### src/rtl/cordic_rotation_sequencer_if.sv
// cordic_rotation_sequencer_if: request/result port and PE-facing bus of the CORDIC sequencer
interface cordic_rotation_sequencer_if #(
  parameter int DATA_WIDTH = 18,
  parameter int CW = 5
);
  logic [DATA_WIDTH-1:0] i_angle;
  logic                  i_start;
  logic                  o_ready;
  logic [DATA_WIDTH-1:0] eng_x;
  logic [DATA_WIDTH-1:0] eng_y;
  logic [DATA_WIDTH-1:0] eng_alpha;
  logic [DATA_WIDTH-1:0] eng_atan;
  logic [CW-1:0]         eng_count;
  logic                  eng_valid;
  logic [DATA_WIDTH-1:0] eng_x_r;
  logic [DATA_WIDTH-1:0] eng_y_r;
  logic [DATA_WIDTH-1:0] eng_alpha_r;
  logic                  eng_valid_r;
  logic [DATA_WIDTH-1:0] o_cos;
  logic [DATA_WIDTH-1:0] o_sin;
  logic                  o_valid;
  logic                  o_err;
  modport master (
    output i_angle, i_start, eng_x_r, eng_y_r, eng_alpha_r, eng_valid_r,
    input  o_ready, eng_x, eng_y, eng_alpha, eng_atan, eng_count, eng_valid,
           o_cos, o_sin, o_valid, o_err
  );
  modport slave (
    input  i_angle, i_start, eng_x_r, eng_y_r, eng_alpha_r, eng_valid_r,
    output o_ready, eng_x, eng_y, eng_alpha, eng_atan, eng_count, eng_valid,
           o_cos, o_sin, o_valid, o_err
  );
endinterface

### src/rtl/cordic_rotation_sequencer.sv
// cordic_rotation_sequencer: folds an angle into +-pi/2, iterates an external CORDIC PE N_PE times, fixes the quadrant.
// Optional CORDIC_SEQ_WATCHDOG_EN: abort a PE that stays silent for 4 WAIT cycles and pulse o_err.
module cordic_rotation_sequencer #(
  parameter int DATA_WIDTH = 18,
  parameter int N_PE = 16,
  parameter int K_INIT = 19898
) (
  input logic i_clk,
  input logic i_rst_n,
  cordic_rotation_sequencer_if.slave bus
);
  localparam int CW = $clog2(N_PE) + 1;
  localparam logic signed [DATA_WIDTH-1:0] PI = DATA_WIDTH'(102944);
  localparam logic signed [DATA_WIDTH-1:0] HPI = DATA_WIDTH'(51472);
  localparam logic [16:0] ATAN [16] = '{
    17'd25736, 17'd15193, 17'd8027, 17'd4075, 17'd2045, 17'd1024, 17'd512, 17'd256,
    17'd128, 17'd64, 17'd32, 17'd16, 17'd8, 17'd4, 17'd2, 17'd1
  };
  typedef enum logic [2:0] {S_IDLE, S_FOLD, S_ISSUE, S_WAIT, S_DONE} state_t;
  state_t state_q, state_d;
  logic signed [DATA_WIDTH-1:0] angle_q, angle_d;
  logic [DATA_WIDTH-1:0] x_q, x_d, y_q, y_d, alpha_q, alpha_d, atan_q, atan_d;
  logic [DATA_WIDTH-1:0] cos_q, cos_d, sin_q, sin_d;
  logic [CW-1:0] cnt_q, cnt_d, cnt_inc;
  logic neg_q, neg_d, valid_q, valid_d;
`ifdef CORDIC_SEQ_WATCHDOG_EN
  logic [2:0] wd_q, wd_d;
  logic err_q, err_d;
`endif
  // entries past the table (i >= 16) read as zero
  function automatic logic [DATA_WIDTH-1:0] lut(input logic [4:0] i);
    return i[4] ? '0 : DATA_WIDTH'(ATAN[i[3:0]]);
  endfunction
  assign cnt_inc = cnt_q + CW'(1);
  assign bus.o_ready = state_q == S_IDLE;
  assign bus.eng_valid = state_q == S_ISSUE;
  assign bus.eng_x = x_q;
  assign bus.eng_y = y_q;
  assign bus.eng_alpha = alpha_q;
  assign bus.eng_atan = atan_q;
  assign bus.eng_count = cnt_q;
  assign bus.o_cos = cos_q;
  assign bus.o_sin = sin_q;
  assign bus.o_valid = valid_q;
`ifdef CORDIC_SEQ_WATCHDOG_EN
  assign bus.o_err = err_q;
`else
  assign bus.o_err = 1'b0;
`endif
  always_comb begin
    state_d = state_q;
    angle_d = angle_q;
    x_d = x_q;
    y_d = y_q;
    alpha_d = alpha_q;
    atan_d = atan_q;
    cnt_d = cnt_q;
    neg_d = neg_q;
    cos_d = cos_q;
    sin_d = sin_q;
    valid_d = 1'b0;
`ifdef CORDIC_SEQ_WATCHDOG_EN
    wd_d = wd_q;
    err_d = 1'b0;
`endif
    case (state_q)
      S_IDLE: begin
        if (bus.i_start) begin
          angle_d = bus.i_angle;
          state_d = S_FOLD;
        end
      end
      S_FOLD: begin
        x_d = DATA_WIDTH'(K_INIT);
        y_d = '0;
        cnt_d = '0;
        atan_d = lut(5'd0);
        neg_d = (angle_q > HPI) || (angle_q < -HPI);
        alpha_d = angle_q > HPI ? angle_q - PI : angle_q < -HPI ? angle_q + PI : angle_q;
        state_d = S_ISSUE;
      end
      S_ISSUE: begin
`ifdef CORDIC_SEQ_WATCHDOG_EN
        wd_d = '0;
`endif
        state_d = S_WAIT;
      end
      S_WAIT: begin
        if (bus.eng_valid_r) begin
          x_d = bus.eng_x_r;
          y_d = bus.eng_y_r;
          alpha_d = bus.eng_alpha_r;
          cnt_d = cnt_inc;
          atan_d = lut(5'(cnt_inc));
          state_d = cnt_inc == CW'(N_PE) ? S_DONE : S_ISSUE;
        end
`ifdef CORDIC_SEQ_WATCHDOG_EN
        else if (wd_q == 3'd3) begin
          err_d = 1'b1;
          state_d = S_IDLE;
        end else begin
          wd_d = wd_q + 3'd1;
        end
`endif
      end
      S_DONE: begin
        cos_d = neg_q ? -x_q : x_q;
        sin_d = neg_q ? -y_q : y_q;
        valid_d = 1'b1;
        state_d = S_IDLE;
      end
      default: state_d = S_IDLE;
    endcase
  end
  always_ff @(posedge i_clk) begin
    if (!i_rst_n) begin
      state_q <= S_IDLE;
      angle_q <= '0;
      x_q <= '0;
      y_q <= '0;
      alpha_q <= '0;
      atan_q <= '0;
      cnt_q <= '0;
      neg_q <= 1'b0;
      cos_q <= '0;
      sin_q <= '0;
      valid_q <= 1'b0;
`ifdef CORDIC_SEQ_WATCHDOG_EN
      wd_q <= '0;
      err_q <= 1'b0;
`endif
    end else begin
      state_q <= state_d;
      angle_q <= angle_d;
      x_q <= x_d;
      y_q <= y_d;
      alpha_q <= alpha_d;
      atan_q <= atan_d;
      cnt_q <= cnt_d;
      neg_q <= neg_d;
      cos_q <= cos_d;
      sin_q <= sin_d;
      valid_q <= valid_d;
`ifdef CORDIC_SEQ_WATCHDOG_EN
      wd_q <= wd_d;
      err_q <= err_d;
`endif
    end
  end
endmodule
### src/flat_wrapper.sv
// flat-port wrapper written by rule: the top's interface ports become plain ports
module cordic_rotation_sequencer_flat 
#(
  parameter int DATA_WIDTH = 18,
  parameter int N_PE = 16,
  parameter int K_INIT = 19898
)
  (i_clk, i_rst_n, bus_i_angle, bus_i_start, bus_eng_x_r, bus_eng_y_r, bus_eng_alpha_r, bus_eng_valid_r, bus_o_ready, bus_eng_x, bus_eng_y, bus_eng_alpha, bus_eng_atan, bus_eng_count, bus_eng_valid, bus_o_cos, bus_o_sin, bus_o_valid, bus_o_err);
  cordic_rotation_sequencer_if #(.DATA_WIDTH(DATA_WIDTH)) bus_i ();
  input logic i_clk;
  input logic i_rst_n;
  input wire logic [$bits(bus_i.i_angle)-1:0] bus_i_angle;
  input wire logic [$bits(bus_i.i_start)-1:0] bus_i_start;
  input wire logic [$bits(bus_i.eng_x_r)-1:0] bus_eng_x_r;
  input wire logic [$bits(bus_i.eng_y_r)-1:0] bus_eng_y_r;
  input wire logic [$bits(bus_i.eng_alpha_r)-1:0] bus_eng_alpha_r;
  input wire logic [$bits(bus_i.eng_valid_r)-1:0] bus_eng_valid_r;
  output wire logic [$bits(bus_i.o_ready)-1:0] bus_o_ready;
  output wire logic [$bits(bus_i.eng_x)-1:0] bus_eng_x;
  output wire logic [$bits(bus_i.eng_y)-1:0] bus_eng_y;
  output wire logic [$bits(bus_i.eng_alpha)-1:0] bus_eng_alpha;
  output wire logic [$bits(bus_i.eng_atan)-1:0] bus_eng_atan;
  output wire logic [$bits(bus_i.eng_count)-1:0] bus_eng_count;
  output wire logic [$bits(bus_i.eng_valid)-1:0] bus_eng_valid;
  output wire logic [$bits(bus_i.o_cos)-1:0] bus_o_cos;
  output wire logic [$bits(bus_i.o_sin)-1:0] bus_o_sin;
  output wire logic [$bits(bus_i.o_valid)-1:0] bus_o_valid;
  output wire logic [$bits(bus_i.o_err)-1:0] bus_o_err;
  assign bus_i.i_angle = bus_i_angle;
  assign bus_i.i_start = bus_i_start;
  assign bus_i.eng_x_r = bus_eng_x_r;
  assign bus_i.eng_y_r = bus_eng_y_r;
  assign bus_i.eng_alpha_r = bus_eng_alpha_r;
  assign bus_i.eng_valid_r = bus_eng_valid_r;
  assign bus_o_ready = bus_i.o_ready;
  assign bus_eng_x = bus_i.eng_x;
  assign bus_eng_y = bus_i.eng_y;
  assign bus_eng_alpha = bus_i.eng_alpha;
  assign bus_eng_atan = bus_i.eng_atan;
  assign bus_eng_count = bus_i.eng_count;
  assign bus_eng_valid = bus_i.eng_valid;
  assign bus_o_cos = bus_i.o_cos;
  assign bus_o_sin = bus_i.o_sin;
  assign bus_o_valid = bus_i.o_valid;
  assign bus_o_err = bus_i.o_err;
  cordic_rotation_sequencer #(.DATA_WIDTH(DATA_WIDTH), .N_PE(N_PE), .K_INIT(K_INIT)) u_core (.i_clk(i_clk), .i_rst_n(i_rst_n), .bus(bus_i));
endmodule
### config.mk
export PLATFORM = sky130hd
export DESIGN_NAME = cordic_rotation_sequencer_flat
export DESIGN_NICKNAME = d
export VERILOG_FILES = /design/src/rtl/cordic_rotation_sequencer_if.sv /design/src/rtl/cordic_rotation_sequencer.sv /design/src/flat_wrapper.sv
export SDC_FILE = /design/constraint.sdc
export NUM_CORES = 1
export LEC_CHECK = 0
export BUFFER_PORTS_ARGS = -buffer_cell sky130_fd_sc_hd__buf_2
export CAP_MARGIN = 20
export CORE_ASPECT_RATIO = 0.7
export CORE_MARGIN = 5
export CORE_UTILIZATION = 55
export DETAILED_ROUTE_END_ITERATION = 6
export HOLD_SLACK_MARGIN = 0.12
export PLACE_DENSITY = 0.93
export RECOVER_POWER = 50
export SLEW_MARGIN = 20
export SYNTH_ARGS = -nofsm -noshare
export SYNTH_HDL_FRONTEND = slang
export SYNTH_SLANG_ARGS = --single-unit
### constraint.sdc
create_clock -name i_clk -period 4.5 [get_ports i_clk]
set_input_delay 0.45 -clock i_clk [delete_from_list [all_inputs] [get_ports i_clk]]
set_output_delay 0.45 -clock i_clk [all_outputs]
set_load 0.005 [all_outputs]
==> flow_metrics.env <==
export IMPL_cp_required_ps=4830
export IMPL_slew_headroom_pct=-45.1
export IMPL_place_congestion=1.02
export IMPL_tritoncts="yes"
export IMPL_power_density_nw_per_um2=382
export IMPL_initial_utilization_pct=55.9
export IMPL_worst_setup_path_startpoint="u_core.state_q[1]"
export IMPL_die_width_um=144
export IMPL_worst_hold_path_type="input port to flip-flop"
export IMPL_met2_wirelength_um=9250
export IMPL_worst_r2r_endpoint="u_core.bus.eng_y[1]"
export IMPL_finish_net_count=1081
export IMPL_holdBufCountCts=0
export IMPL_synth_top_family_by_area="compound AO/OA/AOI/OAI gates"
export IMPL_synth_edff_count=0
export IMPL_post_synth_num_cell_types=75
export IMPL_mappedNetlistArea_um2=6900
export IMPL_cts_resized=0
export IMPL_setup_worst_path_end="u_core.bus.eng_y[1]"
export IMPL_grt_pass1_wl_um=33800
export IMPL_criticalPathCategory="flip-flop to flip-flop"
export IMPL_cell_area_after_placement_um2=7790
export IMPL_achievable_frequency_mhz=305
export IMPL_route_final_wire_length_um=21600
export IMPL_synthesis_instances=851
export IMPL_setup_reg_to_reg_worst_slack_ps=1220
export IMPL_core_area_um2=12300
export IMPL_violations="capacitance limit, slew limit"
export IMPL_die_h_um=104
export IMPL_synth_simple_gate_area_share_pct=19.4
export IMPL_max_slew_worst_pin_slew_ps=2180
export IMPL_clock_net_sink_count=133
export IMPL_floorplan_die_area_um2=14900
export IMPL_synth_mux_area_share_pct=2.48
export IMPL_cp_start_kind="flip-flop"
export IMPL_number_of_inserted_diodes=0
export IMPL_met3_length_um=2270
export IMPL_final_layout_size_suffix_gt1_share_pct=17.7
export IMPL_drcViolationCount=0
export IMPL_r2r_start="u_core.state_q[1]"
export IMPL_worstPathMaxFanout=43
export IMPL_core_rowCount=34
export IMPL_rsz_0062_raised_after_global_routing="false"
export IMPL_top_layer="met4"
export IMPL_run_status="finished, violations left"
export IMPL_grt_total_usage_pct=27.9
export IMPL_avgSynthCellArea_um2=8.11
export IMPL_dp_cells=1137
export IMPL_commonest_cells_after_routing_fill_and_taps_aside="dfxtp_1, buf_2, nor2_1"
export IMPL_grt_antenna_before_repair=0
export IMPL_synth_top_flop_cell="dfxtp_1"
export IMPL_clock_root_buffer="clkbuf_16"
export IMPL_cts_bufs_inserted=17
export IMPL_setup_total_negative_slack_ps=0
export IMPL_timing_final_setup_violations=0
export IMPL_final_skew_ps=9.63
export IMPL_ys_async_sr_fraction_pct=0
export IMPL_clk_pin_slew_ps=60
export IMPL_boundary_pin_count=193
export IMPL_io_buffers=188
export IMPL_synthAdderAreaFrac_pct=1.99
export IMPL_total_leakage_power_nw=3.40
export IMPL_yosysSeqAreaShare_pct=38.6
export IMPL_hpwlAfterDp_um=14900
export IMPL_worst_case_vdd_ir_drop_mv=0.295
export IMPL_vias_in_the_first_global_route=6603
export IMPL_synth_warning_count=0
export IMPL_layout_area_overhead_vs_synth_pct=20.8
export IMPL_layout_cells_most_common="dfxtp_1"
export IMPL_avg_vias_per_cell=6.20
export IMPL_drv_slew=124
export IMPL_finalNonFillerCells=1169
export IMPL_critical_path_arrival_ps=3610
export IMPL_final_hold_violation_count=0
export IMPL_cts_root_to_sink_buffers=2
export IMPL_synth_xor_xnor_area_share_pct=3.55
export IMPL_wl_met1_um=9370
export IMPL_final_period_minus_worst_setup_slack_ps=3280
export IMPL_drt_pass1_iter_count=5
export IMPL_gr_total_overflow=0
export IMPL_timing_max_cap_violations=2
export IMPL_total_vias_in_the_final_route=7249
export IMPL_cts_htree_levels=4
export IMPL_pin_count_of_the_biggest_net_entering_global_routing=80
export IMPL_final_min_period_over_clock_period_pct=72.8
export IMPL_timing_hold_ws_ps=263
export IMPL_detailedRoute_firstIterationViolations=735
export IMPL_route_detailed_wl_per_inst_um=18.5
export IMPL_ant_nets=0
export IMPL_area_of_all_placed_cells_without_fillers_um2=8330
export IMPL_rr_worst_depth=5
export IMPL_end_kind="flip-flop"
export IMPL_clkLatencyLatePin_ps=420
export IMPL_postCtsSetupRepairBufs=0
export IMPL_ys_seq_elements=133
export IMPL_fillerInstances=1065
export IMPL_synth_compound_area_share_pct=28.0
## kinds of logic after synthesis
kind of cell	count (synthesis)
and+or+nand+nor	278
adders and majority gates	11
other	1
xor gates and xnor gates	28
AOI/OAI and AO/OA	285
muxes	16
buffers and inverters	99
DFF	133
## power by group
group	internal (mW)	switching (mW)
clock network	0.951	0.550
logic	0.151	0.234
registers	1.22	0.0716
## final cells by class
cell class	count	area (µm²)	area share [%]
inverters	25	93.8	1.13
well taps	162	203	2.43
repair buffers	195	898	10.8
flip-flops and latches	133	2660	31.9
multi-input cells	622	3840	46.1
clock inverters	13	193	2.31
clock buffers	19	443	5.31
## through the flow
| stage | utilization, % | setup WS [ps] | power (mW) |
|---|---|---|---|
| 2_1_floorplan | - | 2150 | 1.55 |
| 6_report | 67.6 | 1220 | 3.18 |
| 3_5_place_dp | 63.2 | 1840 | 1.69 |
| 5_1_grt | 67.6 | 1040 | 3.29 |
| 3_3_place_gp | 63.2 | 2060 | 1.68 |
| 4_1_cts | 68.3 | 1710 | 3.19 |
## how the worst min path moves through the flow
stage | end | depth (start not counted) | from
2_1_floorplan | u_core.bus.eng_atan[9] | 2 | u_core.bus.eng_atan[9]
3_3_place_gp | u_core.bus.o_cos[17] | 2 | u_core.bus.o_cos[17]
3_5_place_dp | u_core.bus.o_cos[15] | 2 | u_core.bus.o_cos[15]
4_1_cts | u_core.angle_q[3] | 3 | bus_i_angle[3]
5_1_grt | u_core.bus.eng_y[2] | 3 | bus_eng_y_r[2]
6_report | u_core.bus.eng_x[15] | 3 | bus_eng_x_r[15]
## cells in the mapped netlist (all sizes together), types with 4 or more instances
cell type	number	area share, %
or4	7	0.82
buf	24	1.8
o21ai	49	3.6
nand3	17	1.2
clkbuf	50	2.7
xor2	24	3.0
a21oi	75	5.4
dfxtp	133	39
nand2b	9	0.82
xnor2	4	0.51
and3	15	1.4
a221oi	4	0.51
a22oi	34	3.7
o211a	7	1.0
nor3	23	1.7
ha	11	2.0
inv	23	1.3
nor2	85	4.6
mux2	9	1.5
o211ai	5	0.54
nand4	5	0.45
a21boi	4	0.44
nand2	75	4.1
o21a	4	0.44
a311oi	5	0.63
a21o	4	0.44
o31ai	16	2.0
o41ai	5	0.91
or3	15	1.4
mux2i	7	1.0
and2	6	0.54
a31oi	5	0.45
a211oi	31	3.4
o22ai	10	0.91
## state kept, by name, indices dropped and copies added, names as in the netlist, 5 cells and up
register / flops
u_core.angle_q: 18
u_core.bus.eng_y: 18
u_core.bus.eng_alpha: 18
u_core.bus.eng_x: 18
u_core.bus.eng_atan: 15
u_core.bus.o_sin: 18
u_core.bus.eng_count: 5
u_core.bus.o_cos: 18
## worst max-delay path, stage by stage, from the launching register on
cell	delay [ps]
dfxtp_1	840
nand2_1	160
nand2_1	110
clkbuf_1	1550
a22oi_1	370
nor2_1	160
## layer usage
layer / global-route usage (%) / up-vias
met5: 0 / -
met4: 12.2 / 0
met3: 6.45 / 65
met2: 39.8 / 462
met1: 39.9 / 3334
li1: - / 3388
No activity file was read; power rests on OpenSTA's default activity.
